$ cat src/rtl/nic_tx_arbiter_if.sv
// Requester and NIC register bus bundle for the TX arbiter.
// master = arbiter side, slave = requesters plus NIC side.
interface nic_tx_arbiter_if;
  logic [3:0]   req;
  logic [255:0] req_data;
  logic [3:0]   ack;
  logic [1:0]   nic_addr;
  logic [63:0]  nic_d_in;
  logic [63:0]  nic_d_out;
  logic         nic_en;
  logic         nic_en_wr;

  modport master (
    input  req,
    input  req_data,
    input  nic_d_out,
    output ack,
    output nic_addr,
    output nic_d_in,
    output nic_en,
    output nic_en_wr
  );

  modport slave (
    output req,
    output req_data,
    output nic_d_out,
    input  ack,
    input  nic_addr,
    input  nic_d_in,
    input  nic_en,
    input  nic_en_wr
  );
endinterface

$ cat src/rtl/nic_tx_arbiter.sv
// Round-robin arbiter feeding packets from 4 requesters into a NIC
// output buffer: poll status, write when free, then ack the winner.
module nic_tx_arbiter #(
  parameter int N_REQ = 4,
  parameter int CNT_W = 16
) (
  input  logic             clk,
  input  logic             reset,
  nic_tx_arbiter_if.master bus,
  output logic             busy,
  output logic [CNT_W-1:0] tx_count
);

  typedef enum logic [1:0] {
    IDLE,
    POLL,
    CHECK,
    WRITE
  } state_t;

  state_t           state;
  logic [1:0]       ptr;
  logic [1:0]       winner;
  logic [63:0]      pkt;
  logic [N_REQ-1:0] ack_q;
  logic [N_REQ-1:0] elig;
  logic             gnt_vld;
  logic [1:0]       gnt_idx;
  logic [1:0]       idx;
  logic             unused_status;

  assign unused_status = ^bus.nic_d_out[63:1];

  // A requester being acked this cycle sits out one arbitration.
  assign elig = bus.req & ~ack_q;

  // Scan from the highest offset down so the nearest one to ptr wins.
  always_comb begin
    gnt_vld = 1'b0;
    gnt_idx = ptr;
    idx     = '0;
    for (int i = N_REQ - 1; i >= 0; i--) begin
      idx = ptr + 2'(i);
      if (elig[idx]) begin
        gnt_vld = 1'b1;
        gnt_idx = idx;
      end
    end
  end

  always_comb begin
    bus.nic_en    = 1'b0;
    bus.nic_en_wr = 1'b0;
    bus.nic_addr  = 2'b00;
    unique case (state)
      POLL: begin
        bus.nic_en   = 1'b1;
        bus.nic_addr = 2'b11;
      end
      WRITE: begin
        bus.nic_en    = 1'b1;
        bus.nic_en_wr = 1'b1;
        bus.nic_addr  = 2'b10;
      end
      default: ;
    endcase
  end

  assign busy         = (state != IDLE);
  assign bus.ack      = ack_q;
  assign bus.nic_d_in = pkt;

  always_ff @(posedge clk or negedge reset) begin
    if (!reset) begin
      state    <= IDLE;
      ptr      <= '0;
      winner   <= '0;
      pkt      <= '0;
      ack_q    <= '0;
      tx_count <= '0;
    end else begin
      ack_q <= '0;
      unique case (state)
        IDLE: begin
          if (gnt_vld) begin
            winner <= gnt_idx;
            pkt    <= bus.req_data[{gnt_idx, 6'd0} +: 64];
            state  <= POLL;
          end
        end
        POLL: state <= CHECK;
        // Status bit 0 set means the output buffer is still full.
        CHECK: state <= bus.nic_d_out[0] ? POLL : WRITE;
        WRITE: begin
          ack_q[winner] <= 1'b1;
          ptr           <= winner + 2'd1;
          tx_count      <= tx_count + 1'b1;
          state         <= IDLE;
        end
        default: state <= IDLE;
      endcase
    end
  end

endmodule

$ cat src/flat_wrapper.sv
// flat-port wrapper written by rule: the top's interface ports become plain ports
module nic_tx_arbiter_flat 
#(
  parameter int N_REQ = 4,
  parameter int CNT_W = 16
)
  (clk, reset, busy, tx_count, bus_req, bus_req_data, bus_nic_d_out, bus_ack, bus_nic_addr, bus_nic_d_in, bus_nic_en, bus_nic_en_wr);
  nic_tx_arbiter_if bus_i ();
  input  logic clk;
  input  logic reset;
  output logic busy;
  output logic [CNT_W-1:0] tx_count;
  input wire logic [$bits(bus_i.req)-1:0] bus_req;
  input wire logic [$bits(bus_i.req_data)-1:0] bus_req_data;
  input wire logic [$bits(bus_i.nic_d_out)-1:0] bus_nic_d_out;
  output wire logic [$bits(bus_i.ack)-1:0] bus_ack;
  output wire logic [$bits(bus_i.nic_addr)-1:0] bus_nic_addr;
  output wire logic [$bits(bus_i.nic_d_in)-1:0] bus_nic_d_in;
  output wire logic [$bits(bus_i.nic_en)-1:0] bus_nic_en;
  output wire logic [$bits(bus_i.nic_en_wr)-1:0] bus_nic_en_wr;
  assign bus_i.req = bus_req;
  assign bus_i.req_data = bus_req_data;
  assign bus_i.nic_d_out = bus_nic_d_out;
  assign bus_ack = bus_i.ack;
  assign bus_nic_addr = bus_i.nic_addr;
  assign bus_nic_d_in = bus_i.nic_d_in;
  assign bus_nic_en = bus_i.nic_en;
  assign bus_nic_en_wr = bus_i.nic_en_wr;
  nic_tx_arbiter #(.N_REQ(N_REQ), .CNT_W(CNT_W)) u_core (.clk(clk), .reset(reset), .bus(bus_i), .busy(busy), .tx_count(tx_count));
endmodule
$ cat config.mk
export PLATFORM = sky130hd
export DESIGN_NAME = nic_tx_arbiter_flat
export DESIGN_NICKNAME = d
export VERILOG_FILES = /design/src/rtl/nic_tx_arbiter_if.sv /design/src/rtl/nic_tx_arbiter.sv /design/src/flat_wrapper.sv
export SDC_FILE = /design/constraint.sdc
export NUM_CORES = 1
export LEC_CHECK = 0
export ABC_AREA = 1
export CORE_AREA = 2 2 160 162
export CTS_CLUSTER_DIAMETER = 40
export DETAILED_ROUTE_END_ITERATION = 7
export DIE_AREA = 0 0 162 164
export PLACE_DENSITY = 0.58
export SYNTH_ARGS = -nofsm -noshare
export SYNTH_HDL_FRONTEND = slang
export SYNTH_SLANG_ARGS = --single-unit
export TNS_END_PERCENT = 100
$ cat constraint.sdc
create_clock -name clk -period 2.96 [get_ports clk]
set_input_delay 0.296 -clock clk [delete_from_list [all_inputs] [get_ports clk]]
set_output_delay 0.296 -clock clk [all_outputs]
set_load 0.02 [all_outputs]
==> out/summary.txt <==
top post-synthesis cells by area: dfrtp_1, nand3_1, nand2_1
die area: 26,600 sq um
H-tree depth: 3
CTS tree: yes
Die X: 162 microns
post-synthesis cell type count: 27
grt met1 use: 22.1%
final wirelength: 24,800 microns
routability-driven placement congestion ratio: 0.832
routed len/inst: 16.0 microns
# port buffers: 351
Max Cap Violations: 0
endpoint class of the critical path: register
Routed Antenna Nets: 0
CTS Sinks: 90
io pins: 415
critical path peak fanout: 70
Req. time, crit path: 3.25 ns
outcome: finished, final reports clean
Peak VDD IR: 0.618 mV
Crit Path Class: reg2reg
RSZ-0062 raised after global routing: false
Slew Limit Fails: 0
Initial Utilization: 24.1%
Synth Register Bits: 90
Filler cells: 2,653
period utilisation layout: 87.9%
Worst Hold Class: in2async
Longest Clk Path Bufs: 2
share of the synthesized area in the top cell type: 37.7%
multi-input logic area: 3160 sq um
clock root buffer: clkbuf_16
# rows: 58
synth warn: 0
fmax: 0.384 GHz
headroom to the max-slew limit: 48.1%
grt peak-use layer: met2
antenna violations before repair: 1
mapped cell area: 5980 sq um
placed insts: 1,532
DRT Pass-1 Iters: 5
pwr/cell area: 1210 nW/um^2
Sequential cell area: 2250 sq um
clk_lat worst skew: 0.35 ns
vias in the first global route: 6,785
GR Util All Layers: 18.3%
Synth area leader: dfrtp_1
Final min period: 2.60 ns
DP HPWL: 17,800 microns
CTS clk-pin slew, worst paths: 0.07 ns
Worst setup SP type: register
grt met2 use: 31.5%
skew final: 0.00987 ns
met3 usage: 5.23%
area growth from synthesis to layout: 68.1%
Die Y: 164 microns
largest net degree at the start of global routing: 71
CTS buffer count: 9
Place WS: 0.267 ns
vias: 7,023
Fin. Hold Viols: 0
GRT Residual Overflow: 0
DRC viols: 0
Finished Layout Cells: 1,550
leakage power: 4.47 nW
DR iter-0 viols: 399
critical path arrival: 2.89 ns
core area: 24,800 sq um
Final Setup Violations: 0
Worst Max-Slew Pin Slew: 0.779 ns
setup TNS: 0 ns
first-pass GRT wire length: 37,800 microns
commonest non-fill, non-tap cell in the layout: clkdlybuf4s50_1
Cells after Synth: 897
Util after Layout: 40.5%
syn_nets: 1,228
post-CTS resize count: 0
Mapped Avg Cell Area: 6.66 sq um
nets: 1,545
register area share after synthesis: 37.7%
share of layout cells above drive strength 1: 4.92%
slack of the critical path: 0.358 ns
vias per cell: 4.53
most frequent cells in the layout: clkdlybuf4s50_1, nand2_1, nand3_1
total design power: 12.1 mW
path summary, 6_finish.rpt:
kind                                         start                 endpoint  slack (ns)  cells past startpoint
setup / recovery                     u_core.ptr[0]  u_core.bus.nic_d_in[25]        0.36                     13
hold / removal                               reset  u_core.bus.nic_d_in[57]        0.45                      2
setup reg to reg                     u_core.ptr[0]  u_core.bus.nic_d_in[25]        0.36                     13
hold reg to reg            u_core.bus.nic_d_in[45]  u_core.bus.nic_d_in[45]        0.48                      2
max in group asynchronous                    reset  u_core.bus.nic_d_in[59]        1.67                      3
min in group clk           u_core.bus.nic_d_in[45]  u_core.bus.nic_d_in[45]        0.48                      2
layout make-up:
cell class                 count  area share, %
multi-input combinational    687           31.4
antenna                        1         0.0249
sequential                    90           22.4
clock buffer                  10           2.38
tap                          330           4.11
timing repair buffer         369           37.1
clock inverter                 6          0.461
inverter                      57           2.15
registers in the layout (all words and copies together), names as in the netlist:
register             cells
u_core.winner            2
u_core.bus.nic_d_in     64
u_core.ptr               2
u_core.tx_count         16
u_core.state             2
u_core.bus.ack           4
report_power, final:
part | internal (mW) | total (mW) | switching (mW)
Sequential | 1.80 | 2.16 | 0.354
Clock | 0.601 | 1.15 | 0.547
Combinational | 3.24 | 8.83 | 5.59
synth_stat cells:
cell type and n:
nor2_2 2, clkbuf_1 9, nand2_2 10, inv_2 5
nor2_1 104, nand3_2 2, o21ai_0 25, nand3b_1 1
nand2_1 256, nand3_1 250, inv_4 1, nand2_4 1
xnor2_1 6, buf_4 12, buf_6 4, o21ai_1 10
buf_2 37, a21oi_1 1, nand4_1 2, nor2_4 1
ha_1 5, inv_1 51, buf_8 1, nand2_8 1
dfrtp_1 90, nor3_1 1, xor2_1 9
per-layer routing:
metal / up-vias / part of all wire (%)
li1: 3526 / -
met1: 3202 / 42
met5: - / 0
met3: 24 / 8.7
met2: 271 / 48
met4: 0 / 1.8
worst max-delay path, stage by stage, from the launching register on:
cell	delay, ns
dfrtp_1	0.59
inv_4	0.12
nand3_1	0.13
nand2_1	0.07
nand2_1	0.08
nand2_1	0.08
inv_2	0.07
o21ai_1	0.09
nand3_4	0.11
buf_4	0.61
nand3_1	0.18
nand3_1	0.13
nand3_1	0.12
nand2_1	0.09
kinds of logic after synthesis:
logic type | after synthesis | synth area share (%)
AO/OA/AOI/OAI | 36 | 3.01
buffers and inverters | 120 | 9.80
adder cells (fa/ha/maj) | 5 | 1.05
flip-flops | 90 | 37.7
AND/OR/NAND/NOR | 631 | 46.3
XOR/XNOR | 15 | 2.20
repair_timing:
| action | CTS | global route |
|---|---|---|
| hold buffers | 1 | 0 |
| hold endpoints to repair | 34 | 0 |
| setup buffers | 0 | 0 |
stage by stage:
stage	instance area (sq um)	hold WS (ns)
after detailed placement	9750	0.300
after global placement	9750	0.294
after floorplan	5980	0.000409
after global routing	10000	0.483
after CTS	10000	0.468
final	10000	0.452
Power figures use the tool's default switching activity.
==> edit 1: new RTL, same settings <==
The 4 states of `state_t` get a one-hot encoding in 4 bits.
--- a/src/rtl/nic_tx_arbiter.sv
+++ b/src/rtl/nic_tx_arbiter.sv
@@ -11,11 +11,11 @@
   output logic [CNT_W-1:0] tx_count
 );
 
-  typedef enum logic [1:0] {
-    IDLE,
-    POLL,
-    CHECK,
-    WRITE
+  typedef enum logic [3:0] {
+    IDLE  = 4'b0001,
+    POLL  = 4'b0010,
+    CHECK = 4'b0100,
+    WRITE = 4'b1000
   } state_t;
 
   state_t           state;
Formal check against the unedited RTL: same outputs for any inputs over 10 cycles, from zero or initial values and one cycle with reset low; not proved beyond that.
==> edit 1 against the unedited design <==
Sequential cell count rose by 2; area after synthesis rose by 3.6%; worst hold slack improved by 0.021 ns; fmax rose by 5.8%; routed wire length fell by 3.1%; setup slack improved by 0.14 ns; synthesized cell count rose by 6.9%; total power fell by 15%; die area did not move; cell area rose by 2.9%; critical path type unchanged; largest power group unchanged.
==> edit 1: results <==
{
  "status": "complete, no violations",
  "largest_register_ffs": 64,
  "synth_fp_nets": 1290,
  "async_reset_ff_share_pct": 100,
  "grt_pass1_wl_um": 36700,
  "placed_cells": 1598,
  "netlist_instances": 959,
  "ys_top_cells_by_area": "dfrtp_1 37%, nand2_1 18%, nand3_1 18%",
  "grt_antenna_before_repair": 0,
  "ir_drop_mv": 0.504,
  "grt_usage_pct": 17.6,
  "hpwl_um": 17200,
  "cts_buffers": 9,
  "port-buffer-count": 351,
  "grt_start_max_net_pins": 88,
  "final-hold-violation-count": 0,
  "antenna-diode-count": 0,
  "htree_num_levels": 3,
  "via_per_inst": 4.46,
  "finalClockSkew_ns": 0.0232,
  "grt_use_met2_pct": 32.0,
  "slowest_stage": "dfrtp_1",
  "cp.arrival_ns": 2.70,
  "mostFrequentLayoutCell": "clkdlybuf4s50_1",
  "first_pass_iters": 5,
  "clk_latency_ns": 0.35,
  "dpl_cell_area_um2": 10000,
  "cp_top_family": "simple AND/OR/NAND/NOR gates",
  "layout-drive-gt1-share_pct": 6.85,
  "synth.distinct_cells": 28,
  "crit_fanout": 42,
  "via_count": 7206,
  "hp-class": "reg2reg",
  "fillers": 2642,
  "synthFlopType": "dfrtp_1",
  "power.leakage_nw": 4.82,
  "root_buffer": "clkbuf_16",
  "slowest_delay_ns": 0.60,
  "wl_um": 24000,
  "grt_use_met3_pct": 3.66,
  "grtUsageMet1_pct": 21.1,
  "synth.top_cell.area_share_pct": 36.8,
  "synth_seq_area_share_pct": 37.2,
  "drtIter0Drc": 390,
  "clk_path_buf_depth": 2,
  "place_ws_ns": 0.388,
  "gp_congestion": 0.844,
  "slew_headroom_pct": 58.4,
  "grt_pass1_vias": 6771,
  "yosysWarnings": 0,
  "clkTransAtPathRegs_ns": 0.08,
  "yosys-top-cells-count": "297 x nand2_1, 217 x nand3_1, 146 x nor2_1"
}
==> edit 1: worst paths after layout <==
check	to	startpoint	cells past startpoint	slack (ns)
max	u_core.bus.nic_d_in[36]	u_core.ptr[0]	14	0.50
min	u_core.tx_count[15]	u_core.tx_count[15]	1	0.47
max reg2reg	u_core.bus.nic_d_in[36]	u_core.ptr[0]	14	0.50
min reg2reg	u_core.tx_count[15]	u_core.tx_count[15]	1	0.47
max in group asynchronous	u_core.state[0]	reset	3	1.67
min in group asynchronous	u_core.bus.nic_d_in[56]	reset	2	0.48
==> edit 1: report_power, final <==
group | internal [mW] | total, mW | switching, mW
Combinational | 2.78 | 7.02 | 4.23
Clock | 0.593 | 1.18 | 0.586
Sequential | 1.80 | 2.06 | 0.263
==> edit 1: cell families after synthesis <==
logic type	after synthesis	synth area share, %
AO/OA/AOI/OAI	8	0.727
XOR/XNOR	13	1.84
adder cells (fa/ha/maj)	5	1.01
buffers and inverters	129	9.45
flip-flops	92	37.2
AND/OR/NAND/NOR	712	49.8
==> edit 1: layout make-up <==
type                    count  area [µm²]  area share, %
inverters                  69         262           2.53
well taps                 330         413           3.99
repair buffers            370        3740           36.2
clock buffers               9         225           2.18
flip-flops and latches     92        2300           22.3
multi-input cells         738        3330           32.2
clock inverters             7        71.3          0.689
==> edit 1: metal layers <==
metal	up-vias	wire, µm	share of wire [%]
li1	3646	-	-
met1	3284	9990	42
met2	257	12100	50
met3	19	1580	6.6
met4	0	321	1.3
met5	-	0	0
==> edit 1: what timing repair did <==
action,in CTS,in global routing
resized for setup,0,0
setup buffers,0,0
hold endpoints to repair,40,0
hold buffers,1,0
==> edit 2: new RTL, config.mk and constraints unchanged <==
Made on the original files. `CNT_W` is set to 16 in 2 places; all go to 20.
--- a/src/rtl/nic_tx_arbiter.sv
+++ b/src/rtl/nic_tx_arbiter.sv
@@ -2,7 +2,7 @@
 // output buffer: poll status, write when free, then ack the winner.
 module nic_tx_arbiter #(
   parameter int N_REQ = 4,
-  parameter int CNT_W = 16
+  parameter int CNT_W = 20
 ) (
   input  logic             clk,
   input  logic             reset,
--- a/src/flat_wrapper.sv
+++ b/src/flat_wrapper.sv
@@ -2,7 +2,7 @@
 module nic_tx_arbiter_flat 
 #(
   parameter int N_REQ = 4,
-  parameter int CNT_W = 16
+  parameter int CNT_W = 20
 )
   (clk, reset, busy, tx_count, bus_req, bus_req_data, bus_nic_d_out, bus_ack, bus_nic_addr, bus_nic_d_in, bus_nic_en, bus_nic_en_wr);
   nic_tx_arbiter_if bus_i ();
Ports: changed (resized tx_count); port bits go from 415 to 419. No check against the original RTL was run, so the function may have changed too.
==> edit 2 against the unedited design <==
Sequential power is 2% higher; routed wire length is 2.2% higher; via count is 2.0% higher; total power rose by 4.3%; worst hold slack better by 0.024 ns; sequential share of layout area rose by 0.20 points; setup slack gained 0.074 ns; largest power group unchanged; area after synthesis increased by 4.5%; cell area grew 3.5%; sequential cell count up 4; critical path depth unchanged.
==> edit 2: results <==
{
  "status": "complete, no violations",
  "synth_fp_nets": 1282,
  "power.leakage_nw": 4.77,
  "grt_pass1_wl_um": 38000,
  "crit_fanout": 45,
  "drtIter0Drc": 453,
  "port-buffer-count": 355,
  "first_pass_iters": 4,
  "hold_ws_ns": 0.476,
  "gp_congestion": 0.806,
  "num-nets-final": 1603,
  "dpl_cell_area_um2": 10100,
  "worstReg2RegEnd": "u_core.bus.nic_d_in[14]",
  "finalClockSkew_ns": 0.0120,
  "wl_per_cell_um": 15.7,
  "switching_share_pct": 52.9,
  "slowest_delay_ns": 0.58,
  "yosys-top-cells-count": "300 x nand2_1, 253 x nand3_1, 110 x nor2_1",
  "slowest_stage": "dfrtp_1",
  "syn_avg_cell_area_um2": 6.57,
  "via_count": 7163,
  "layout-drive-gt1-share_pct": 6.03,
  "place_ws_ns": 0.322,
  "ir_drop_mv": 1.07,
  "cp.arrival_ns": 2.81,
  "grt_usage_pct": 18.2,
  "hpwl_um": 18500,
  "ys_top_cells_by_area": "dfrtp_1 38%, nand3_1 20%, nand2_1 18%",
  "slew_headroom_pct": 58.4
}
## edit 2: area by class of cell
class / instances / area, µm²
diodes: 1 / 2.50
repair buffers: 375 / 3770
fillers: 2630 / 14400
well taps: 330 / 413
clock inverters: 6 / 75.1
inverters: 56 / 213
multi-input cells: 736 / 3350
clock buffers: 10 / 229
flip-flops and latches: 94 / 2350
## edit 2: kinds of logic (layout without fill, tap and decap cells)
group                    after synthesis  count (layout)  share of synthesized area (%)
adder cells (fa/ha/maj)                5               5                           1.00
AO/OA/AOI/OAI                         10              10                          0.882
buffers and inverters                121             447                           8.96
XOR/XNOR                              19              19                           2.66
other                                  0               1                              0
AND/OR/NAND/NOR                      702             702                           48.8
flip-flops                            94              94                           37.7
## edit 2: worst max path at each step
stage                              from                      end  slack [ns]  depth (start not counted)
after floorplan           u_core.ptr[0]  u_core.bus.nic_d_in[10]        1.09                         16
after CTS                 u_core.ptr[0]  u_core.bus.nic_d_in[14]        0.40                         13
after global placement       bus_req[0]  u_core.bus.nic_d_in[14]        0.36                         12
after detailed placement     bus_req[0]  u_core.bus.nic_d_in[14]        0.32                         12
after global routing      u_core.ptr[0]   u_core.bus.nic_d_in[0]        0.16                         13
final                     u_core.ptr[0]  u_core.bus.nic_d_in[14]        0.43                         13
## edit 2: worst register-to-register path: stages, from the launching register on
cell	delay, ns
dfrtp_1	0.58
inv_4	0.10
nand2_1	0.07
nand2_1	0.10
nand3_1	0.11
nand2_1	0.09
nand2_1	0.08
nand4_1	0.25
nand2_4	0.19
buf_4	0.48
nand2_1	0.12
nand3_1	0.10
nand3_1	0.09
nand2_1	0.09
## edit 2: power groups by stage
stage                     Sequential [mW]  Combinational [mW]  Clock, mW
after floorplan                      2.74                5.61          0
after global placement               2.21                9.29          0
after detailed placement             2.22                9.36          0
after CTS                            2.21                9.38       1.29
after global routing                 2.28                10.2       1.34
final                                2.20                9.22       1.23
## edit 2: layer usage
| layer | GRT usage, % | vias up | routed length, µm |
|---|---|---|---|
| li1 | - | 3658 | - |
| met1 | 22.0 | 3225 | 10500 |
| met2 | 32.7 | 257 | 12500 |
| met3 | 4.12 | 23 | 1820 |
| met4 | 4.67 | 0 | 448 |
| met5 | 0 | - | 0 |
